==> src/rtl/mr_wb_pkg.sv <==
// mr_wb_pkg: shared types for the core memory interconnect Wishbone arbiter.
//   owner_e    : arbiter ownership state (IDLE / OWN_A / OWN_B)
//   OWNER_*    : encodings driven on o_owner
//   wb_req_t   : master-side pipelined Wishbone request (cyc, stb, we, adr, dat, sel)
//   wb_rsp_t   : master-side response (ack, err, stall)
// Payload fields are sized for the widest bus in the system; each user keeps
// only the low AW / DW / SELW bits it actually has.
package mr_wb_pkg;

    localparam int WB_AW_MAX   = 64;
    localparam int WB_DW_MAX   = 128;
    localparam int WB_SELW_MAX = WB_DW_MAX / 8;

    typedef enum logic [1:0] {
        ST_IDLE  = 2'b00,
        ST_OWN_A = 2'b01,
        ST_OWN_B = 2'b10
    } owner_e;

    localparam logic [1:0] OWNER_IDLE = 2'b00;
    localparam logic [1:0] OWNER_A    = 2'b01;
    localparam logic [1:0] OWNER_B    = 2'b10;

    typedef struct packed {
        logic                   cyc;
        logic                   stb;
        logic                   we;
        logic [WB_AW_MAX-1:0]   adr;
        logic [WB_DW_MAX-1:0]   dat;
        logic [WB_SELW_MAX-1:0] sel;
    } wb_req_t;

    typedef struct packed {
        logic ack;
        logic err;
        logic stall;
    } wb_rsp_t;

    localparam wb_req_t WB_REQ_NONE    = '0;
    // A master that does not own the bus sees a permanently stalled slave.
    localparam wb_rsp_t WB_RSP_BLOCKED = '{ack: 1'b0, err: 1'b0, stall: 1'b1};

    function automatic logic [1:0] owner_code(input owner_e st);
        case (st)
            ST_OWN_A: owner_code = OWNER_A;
            ST_OWN_B: owner_code = OWNER_B;
            default:  owner_code = OWNER_IDLE;
        endcase
    endfunction

endpackage

==> src/rtl/mr_wb_outst_cnt.sv <==
// mr_wb_outst_cnt: in-flight request counter for one bus tenure.
//   clk, rst_n : clock, asynchronous active-low reset
//   inc        : a request was accepted by the slave this cycle
//   dec        : a completion (ack or err) arrived this cycle
//   clr        : synchronous clear (tenure ended or aborted); wins over inc/dec
//   count      : current in-flight count, 0..MAX_OUTST
//   full/empty : count == MAX_OUTST / count == 0
// A completion while empty is ignored so the count can never underflow.
// The owner's stall is forced while full, so inc never arrives when full.
module mr_wb_outst_cnt #(
    parameter int MAX_OUTST = 4
) (
    input  logic                         clk,
    input  logic                         rst_n,
    input  logic                         inc,
    input  logic                         dec,
    input  logic                         clr,
    output logic [$clog2(MAX_OUTST):0]   count,
    output logic                         full,
    output logic                         empty
);

    localparam int CW = $clog2(MAX_OUTST) + 1;

    logic [CW-1:0] count_q;
    logic          dec_eff;

    assign empty   = (count_q == '0);
    assign full    = (count_q == CW'(MAX_OUTST));
    assign dec_eff = dec & ~empty;
    assign count   = count_q;

    // NOTE: sequential state is written with non-blocking assignments only, so
    // every flop samples pre-edge values regardless of process ordering.
    always_ff @(posedge clk or negedge rst_n) begin
        if (!rst_n) begin
            count_q <= '0;
        end else if (clr) begin
            count_q <= '0;
        end else if (inc && !dec_eff) begin
            count_q <= count_q + 1'b1;
        end else if (dec_eff && !inc) begin
            count_q <= count_q - 1'b1;
        end
    end

endmodule

==> src/rtl/mr_wb_prio_arb.sv <==
// mr_wb_prio_arb: two-master to one-slave pipelined Wishbone arbiter.
//   Master A (instruction fetch) and master B (load/store) share the unified
//   RAM. Ownership is granted per CYC tenure and never moves while the owner
//   holds CYC. Simultaneous requests from idle go to B when PRIO_B=1, else A.
//   On release the waiting master always wins over the releasing one.
// Ports:
//   clk, rst                     : clock, asynchronous active-low reset
//   i_a_* / o_a_*                : master A request in, response out
//   i_b_* / o_b_*                : master B request in, response out
//   o_cyc..o_sel                 : slave request (combinational from owner)
//   i_ack, i_err, i_stall        : slave response
//   o_owner                      : registered owner, 00 idle / 01 A / 10 B
//   o_outst                      : registered in-flight request count
module mr_wb_prio_arb
    import mr_wb_pkg::*;
#(
    parameter int AW        = 30,
    parameter int DW        = 32,
    parameter int MAX_OUTST = 4,
    parameter int PRIO_B    = 1
) (
    input  logic                       clk,
    input  logic                       rst,

    input  logic                       i_a_cyc,
    input  logic                       i_a_stb,
    input  logic                       i_a_we,
    input  logic [AW-1:0]              i_a_adr,
    input  logic [DW-1:0]              i_a_dat,
    input  logic [DW/8-1:0]            i_a_sel,
    output logic                       o_a_ack,
    output logic                       o_a_err,
    output logic                       o_a_stall,

    input  logic                       i_b_cyc,
    input  logic                       i_b_stb,
    input  logic                       i_b_we,
    input  logic [AW-1:0]              i_b_adr,
    input  logic [DW-1:0]              i_b_dat,
    input  logic [DW/8-1:0]            i_b_sel,
    output logic                       o_b_ack,
    output logic                       o_b_err,
    output logic                       o_b_stall,

    output logic                       o_cyc,
    output logic                       o_stb,
    output logic                       o_we,
    output logic [AW-1:0]              o_adr,
    output logic [DW-1:0]              o_dat,
    output logic [DW/8-1:0]            o_sel,
    input  logic                       i_ack,
    input  logic                       i_err,
    input  logic                       i_stall,

    output logic [1:0]                 o_owner,
    output logic [$clog2(MAX_OUTST):0] o_outst
);

    localparam int SELW = DW / 8;

    owner_e  state_q;
    owner_e  state_d;

    wb_req_t a_req;
    wb_req_t b_req;
    wb_req_t own_req;
    wb_rsp_t a_rsp;
    wb_rsp_t b_rsp;

    logic    own_stall;
    logic    accept;
    logic    done;
    logic    rsp_live;
    logic    cnt_full;
    logic    cnt_empty;
    logic    unused_hi;

    // ------------------------------------------------------------------
    // Request packing and owner mux
    // ------------------------------------------------------------------
    assign a_req = '{cyc: i_a_cyc, stb: i_a_stb, we: i_a_we,
                     adr: WB_AW_MAX'(i_a_adr), dat: WB_DW_MAX'(i_a_dat),
                     sel: WB_SELW_MAX'(i_a_sel)};
    assign b_req = '{cyc: i_b_cyc, stb: i_b_stb, we: i_b_we,
                     adr: WB_AW_MAX'(i_b_adr), dat: WB_DW_MAX'(i_b_dat),
                     sel: WB_SELW_MAX'(i_b_sel)};

    // NOTE: every signal written in an always_comb gets a default first, so no
    // path through the case can leave it unassigned and infer a latch.
    always_comb begin
        own_req = WB_REQ_NONE;
        case (state_q)
            ST_OWN_A: own_req = a_req;
            ST_OWN_B: own_req = b_req;
            default:  own_req = WB_REQ_NONE;
        endcase
    end

    assign o_cyc = own_req.cyc;
    assign o_stb = own_req.stb;
    assign o_we  = own_req.we;
    assign o_adr = own_req.adr[AW-1:0];
    assign o_dat = own_req.dat[DW-1:0];
    assign o_sel = own_req.sel[SELW-1:0];

    // Payload bits above AW/DW/SELW are always zero and intentionally dropped.
    assign unused_hi = ^{own_req.adr, own_req.dat, own_req.sel};

    // ------------------------------------------------------------------
    // Outstanding tracking
    // ------------------------------------------------------------------
    assign own_stall = i_stall | cnt_full;
    assign accept    = own_req.stb & ~own_stall;
    assign done      = i_ack | i_err;
    // Responses are delivered only while the owner still holds CYC and has
    // something in flight; late responses after an abort, or stale ones seen
    // by a freshly granted master, are dropped here.
    assign rsp_live  = own_req.cyc & ~cnt_empty;

    // Owner dropping CYC ends the tenure: with requests still in flight this
    // is an abort, and the count restarts from zero for the next owner.
    mr_wb_outst_cnt #(
        .MAX_OUTST (MAX_OUTST)
    ) u_outst_cnt (
        .clk   (clk),
        .rst_n (rst),
        .inc   (accept),
        .dec   (done),
        .clr   (~own_req.cyc),
        .count (o_outst),
        .full  (cnt_full),
        .empty (cnt_empty)
    );

    // ------------------------------------------------------------------
    // Response routing
    // ------------------------------------------------------------------
    always_comb begin
        a_rsp = WB_RSP_BLOCKED;
        b_rsp = WB_RSP_BLOCKED;
        case (state_q)
            ST_OWN_A: a_rsp = '{ack: i_ack & rsp_live, err: i_err & rsp_live,
                                stall: own_stall};
            ST_OWN_B: b_rsp = '{ack: i_ack & rsp_live, err: i_err & rsp_live,
                                stall: own_stall};
            default: ;
        endcase
    end

    assign o_a_ack   = a_rsp.ack;
    assign o_a_err   = a_rsp.err;
    assign o_a_stall = a_rsp.stall;
    assign o_b_ack   = b_rsp.ack;
    assign o_b_err   = b_rsp.err;
    assign o_b_stall = b_rsp.stall;

    // ------------------------------------------------------------------
    // Ownership FSM
    // ------------------------------------------------------------------
    // Releasing always hands to the other master if it is waiting, even if
    // the releaser re-raises CYC in the same cycle (it sees CYC low here).
    always_comb begin
        state_d = state_q;
        case (state_q)
            ST_IDLE: begin
                if (i_a_cyc && i_b_cyc) begin
                    state_d = (PRIO_B != 0) ? ST_OWN_B : ST_OWN_A;
                end else if (i_a_cyc) begin
                    state_d = ST_OWN_A;
                end else if (i_b_cyc) begin
                    state_d = ST_OWN_B;
                end
            end
            ST_OWN_A: begin
                if (!i_a_cyc) begin
                    state_d = i_b_cyc ? ST_OWN_B : ST_IDLE;
                end
            end
            ST_OWN_B: begin
                if (!i_b_cyc) begin
                    state_d = i_a_cyc ? ST_OWN_A : ST_IDLE;
                end
            end
            default: state_d = ST_IDLE;
        endcase
    end

    // NOTE: only control state is reset; the datapath is purely combinational,
    // so reset alone returns every slave-side output to its idle value.
    always_ff @(posedge clk or negedge rst) begin
        if (!rst) begin
            state_q <= ST_IDLE;
        end else begin
            state_q <= state_d;
        end
    end

    assign o_owner = owner_code(state_q);

endmodule

==> config.mk <==
export PLATFORM = sky130hd
export DESIGN_NAME = mr_wb_prio_arb
export DESIGN_NICKNAME = d
export VERILOG_FILES = /design/src/rtl/mr_wb_pkg.sv /design/src/rtl/mr_wb_outst_cnt.sv /design/src/rtl/mr_wb_prio_arb.sv
export SDC_FILE = /design/constraint.sdc
export NUM_CORES = 1
export LEC_CHECK = 0
export CELL_PAD_IN_SITES_DETAIL_PLACEMENT = 0
export CELL_PAD_IN_SITES_GLOBAL_PLACEMENT = 1
export CORE_MARGIN = 4
export CORE_UTILIZATION = 15
export CTS_CLUSTER_SIZE = 12
export DETAILED_ROUTE_END_ITERATION = 8
export PLACE_DENSITY_LB_ADDON = 0.08
export SLEW_MARGIN = 20
export SYNTH_ARGS = -nofsm -noshare
export SYNTH_HDL_FRONTEND = slang
export SYNTH_HIERARCHICAL = 1
export SYNTH_SLANG_ARGS = --single-unit
==> constraint.sdc <==
create_clock -name clk -period 5.56 [get_ports clk]
set_input_delay 1.112 -clock clk [delete_from_list [all_inputs] [get_ports clk]]
set_output_delay 1.112 -clock clk [all_outputs]
set_load 0.01 [all_outputs]
==> Word-level counts from Yosys, hierarchy flattened <==
Cells that the tools add are included.
{ "word_totals": {"word_cells": 43, "reg_bits": 5, "inputBits": 143, "out_inout_bits": 80} }
{ "op_classes": {"reduce_logical": 8, "bitwise": 9, "add_sub_neg": 2, "eq_ne": 7, "muxes": 15} }
{ "ops": {"columns": ["cell", "n"], "rows": [
  ["211-bit one-hot mux with 2 select lines", 1],
  ["3-bit two-way mux", 5],
  ["2-bit two-way mux", 6],
  ["2-bit one-hot mux with 3 select lines", 1],
  ["1-bit bitwise AND", 5],
  ["2-bit inequality test (second input constant)", 2],
  ["4-bit inequality test (second input constant)", 1],
  ["2-bit one-hot mux with 2 select lines", 1],
  ["3-bit by 1-bit adder with 3-bit output (second input constant)", 1],
  ["3-bit equality test (second input constant)", 1],
  ["1-bit logical AND", 3],
  ["3-bit zero test", 1],
  ["3-bit by 1-bit inequality test with 1-bit output (second input constant)", 1],
  ["3-bit AND reduction", 1],
  ["3-bit by 1-bit subtractor with 3-bit output (second input constant)", 1],
  ["2-bit by 1-bit equality test with 1-bit output (second input constant)", 1],
  ["2-bit equality test (second input constant)", 1],
  ["1-bit zero test", 2],
  ["2-bit zero test", 1],
  ["1-bit NOT", 2],
  ["1-bit OR", 2],
  ["1-bit two-way mux", 1]
]} }

==> Depth between registers and ports, before layout <==
{ "logic_depth": {"word_depth": 9, "mapped_depth": 11, "depth_no_buf": 10} }

==> Modules after synthesis <==
Netlist, hierarchy kept.
{ "modules_own_cells": {"columns": ["module", "cells_each", "seq_area_each_um2", "area_each_um2", "n_inst"], "rows": [
  ["mr_wb_prio_arb", 192, 50.0, 1307.5, 1],
  ["mr_wb_outst_cnt", 24, 75.1, 240.2, 1]
]} }

==> Least setup slack after synthesis <==
OpenSTA, ideal clock, no wires.
{ "synth_timing": {"kind": "input-to-output", "startpoint": "in i_a_cyc", "endpoint": "out o_b_ack", "path_stages": 4, "path_buffers": 0, "arrival_ps": 1850, "path_slack_ps": 2598, "required_time_ps": 4448, "cell_sequence": "a22oi_1 > nor2b_2 > inv_1 > nor3_1"} }
{ "synth_via": {"elab_chain_len": 4} }
{ "synth_rtl": {"columns": ["element", "line", "rtl"], "rows": [
  ["start: declaration", "mr_wb_prio_arb.sv:25", "input logic i_a_cyc,"],
  ["211-bit one-hot mux with 2 select lines", "mr_wb_prio_arb.sv:92", "case (state_q)"],
  ["net o_cyc", "mr_wb_prio_arb.sv:45", "output logic o_cyc,"],
  ["1-bit bitwise AND", "mr_wb_prio_arb.sv:118", "assign rsp_live = own_req.cyc & ~cnt_empty;"],
  ["1-bit bitwise AND", "mr_wb_prio_arb.sv:144", "ST_OWN_B: b_rsp = '{ack: i_ack & rsp_live, err: i_err & rsp_live,"],
  ["3-bit two-way mux", "mr_wb_prio_arb.sv:141", "case (state_q)"],
  ["end: declaration", "mr_wb_prio_arb.sv:41", "output logic o_b_ack,"]
]} }
The timed path passes the listed nets, and every way through them passes these cells.

==> Worst setup path after layout <==
{ "layout_timing": {"startpoint": "in i_b_cyc", "endpoint": "out o_b_ack"} }
{ "layout_via": {"elab_chain_len": 4} }
{ "layout_rtl": {"columns": ["element", "line", "rtl"], "rows": [
  ["start: declaration", "mr_wb_prio_arb.sv:35", "input logic i_b_cyc,"],
  ["211-bit one-hot mux with 2 select lines", "mr_wb_prio_arb.sv:92", null],
  ["1-bit bitwise AND", "mr_wb_prio_arb.sv:118", null],
  ["1-bit bitwise AND", "mr_wb_prio_arb.sv:144", null],
  ["3-bit two-way mux", "mr_wb_prio_arb.sv:141", null]
]} }
Every way passes these cells.

==> results.sh <==
export IMPL_synth_main_ff_cell="sky130_fd_sc_hd__dfrtp_1"
export IMPL_avg_inst_size_synth_um2=7.17
export IMPL_critPathMaxFanout=6
export IMPL_detail_route_drc_violations=0
export IMPL_post_synth_num_cell_types=36
export IMPL_outcome="finished, final reports clean"
export IMPL_nFillCells=1010
export IMPL_dpl_hpwl_um=7170
export IMPL_clk_latency_ns=0.22
export IMPL_fp_dieArea_um2=12000
export IMPL_gr_usage_all_layers_pct=12.9
export IMPL_worst_slew_margin_rel_pct=60.2
export IMPL_critPathArrivalTime_ns=2.84
export IMPL_clock_sinks=5
export IMPL_clock_root_buffer="sky130_fd_sc_hd__clkbuf_8"
export IMPL_crit_path_end_kind="output port"
export IMPL_cts_post_setup_buffers_inserted=0
export IMPL_globalRouteOverflowTotal=0
export IMPL_detail_route_iter0_violations=120
export IMPL_fp_coreArea_um2=9910
export IMPL_worstSetupStartpointType="input port"
export IMPL_tritoncts="yes"
export IMPL_finalNetCount=573
export IMPL_drt_wirelength_per_cell_um=16.4
export IMPL_final_setup_skew_ns=0.000827
export IMPL_postPlaceCellArea_um2=3860
export IMPL_syn_inst=216
export IMPL_pleak_nw=1.30
export IMPL_gp_congestion=0.792
export IMPL_cts_resized=0
export IMPL_main_area_contributors_after_synthesis="sky130_fd_sc_hd__a22oi_1 33%, sky130_fd_sc_hd__nor2b_1 28%, sky130_fd_sc_hd__dfrtp_1 8.1%"
export IMPL_clockBufferDepth=2
export IMPL_final_design_area_no_fill_um2=3900
export IMPL_die_outline_width_um=110
export IMPL_firstDrtPassIters=5
export IMPL_synth_seq_area_share_pct=8.08
export IMPL_yosys_area_top_type_share_pct=33.5
export IMPL_port_buffers=222
export IMPL_required_worst_endpoint_ns=4.45
export IMPL_area_growth_from_synthesis_to_final_layout_pct=152
export IMPL_async_flop_share_pct=100
export IMPL_grt_pass1_wl_um=12300
export IMPL_path_clk_slew_ns=0.03
export IMPL_min_period_over_period_pct=71.0
export IMPL_design_portCount=223
export IMPL_max_cap_viol_count=0
export IMPL_ys_warnings_count=6
export IMPL_total_routed_wirelength_um=9110
export IMPL_core_rowCount=36
export IMPL_die_h_um=110
export IMPL_ctsHoldBuffers=0
export IMPL_worstMarginPinSlew_ns=0.597
export IMPL_layout_cells_most_common_list="222 x sky130_fd_sc_hd__clkdlybuf4s50_1, 69 x sky130_fd_sc_hd__a22oi_1, 69 x sky130_fd_sc_hd__nor2b_1"
export IMPL_initial_core_util_pct=15.6
export IMPL_maximum_number_of_pins_on_one_net_before_global_route_repair=55
export IMPL_mostFrequentLayoutCell="sky130_fd_sc_hd__clkdlybuf4s50_1"
export IMPL_first_global_vias=2410
export IMPL_synth_nets=366
export IMPL_antenna_found_initial=0
export IMPL_num_vias=2464
export IMPL_ant_nets=0
export IMPL_syn_cell_area_um2=1550
export IMPL_vdd_drop_max_v=0.000109
export IMPL_multi_input_area_um2=1300
export IMPL_final_min_clock_period_ns=3.95
export IMPL_hp_class="flop to flop"
export IMPL_power_per_cell_area_nw_per_um2=347
export IMPL_cts_buffers_inserted=3
export IMPL_rsz0062_at_grt="false"
export IMPL_finalMaxSlewViolations=0
export IMPL_layout_area_seq_um2=125
export IMPL_layout_drive_gt1_share_pct=2.84
export IMPL_timing_hold_violations_final=0
export IMPL_vias_per_cell=4.44
export IMPL_antennaDiodeCount=0
export IMPL_criticalPathCategory="input port to output port"
export IMPL_postSynthRegisterBits=5
export IMPL_htree_levels=1
export IMPL_synth_enable_flop_cells=0
export IMPL_achievable_frequency_ghz=0.253
export IMPL_synth_top_area_cell="sky130_fd_sc_hd__a22oi_1"
export IMPL_totalNegativeSetupSlack_ns=0
export IMPL_finalSetupViolCount=0
==> report_power, final <==
part | total (mW) | internal, mW | switching [mW]
Sequential | 0.0536 | 0.0437 | 0.00994
Combinational | 1.23 | 0.659 | 0.575
Clock | 0.0657 | 0.0491 | 0.0166
==> state kept, by name (all words and copies together), names as in the netlist <==
register,count
u_outst_cnt/count,3
state_q,2
==> routing by layer <==
| layer | global-route usage (%) | vias up | share of wire [%] |
|---|---|---|---|
| met1 | 13.5 | 1117 | 36 |
| met3 | 4.11 | 6 | 12 |
| met4 | 2.85 | 0 | 1.3 |
| met2 | 25.0 | 135 | 51 |
| li1 | - | 1206 | - |
| met5 | 0 | - | 0 |
==> critical path, stage by stage <==
cell	delay, ns
sky130_fd_sc_hd__clkdlybuf4s50_1	0.51
sky130_fd_sc_hd__a22oi_1	0.13
sky130_fd_sc_hd__nor2b_2	0.20
sky130_fd_sc_hd__inv_1	0.12
sky130_fd_sc_hd__nor3_1	0.20
sky130_fd_sc_hd__clkdlybuf4s50_1	0.57
==> final timing paths <==
path / cells past startpoint / end / slack [ns] / startpoint
min in group asynchronous: 1 / state_q[0] / 1.11 / rst
min reg2reg: 1 / state_q[0] / 0.58 / state_q[0]
max: 6 / o_b_ack / 1.61 / i_b_cyc
max in group asynchronous: 1 / u_outst_cnt/count[1] / 4.26 / rst
max reg2reg: 9 / u_outst_cnt/count[2] / 2.69 / state_q[0]
min: 1 / state_q[0] / 0.58 / state_q[0]
==> Yosys cell counts (all sizes together) (2+ instances only) <==
library cell / n
a22oi: 69
and2: 2
and3: 3
buf: 10
clkbuf: 13
dfrtp: 5
ha: 6
inv: 5
nand2: 4
nor2: 5
nor2b: 70
nor3: 3
o21ai: 2
==> cell families after synthesis <==
kind of cell    after synthesis  synth area share [%]
flops                         5                  8.08
xor+xnor                      2                  1.13
mux                           1                 0.728
fa+ha+maj                     7                  6.14
compound gates               77                  37.6
buf+inv                      28                  8.00
simple gates                 96                  38.3
==> area by class of cell <==
cell class                      count  area share (%)
Tap cell                          133            4.26
Multi-Input combinational cell    183            33.4
Clock buffer                        4            1.15
Inverter                            5           0.481
Sequential cell                     5            3.21
Timing Repair Buffer              225            57.5
==> per-stage QoR <==
stage               std cells  utilization [%]  worst slack [ns]  total power, mW  hold WS, ns
global placement          551             38.9              1.65             1.31        0.592
CTS                       555             39.4              1.61             1.38        0.590
detailed placement        551             38.9              1.63             1.31        0.582
global route              555             39.4              1.43             1.47        0.613
finish                    555             39.4              1.61             1.35        0.585
floorplan                 216                -              2.60            0.732        0.535
Power figures use the tool's default switching activity.
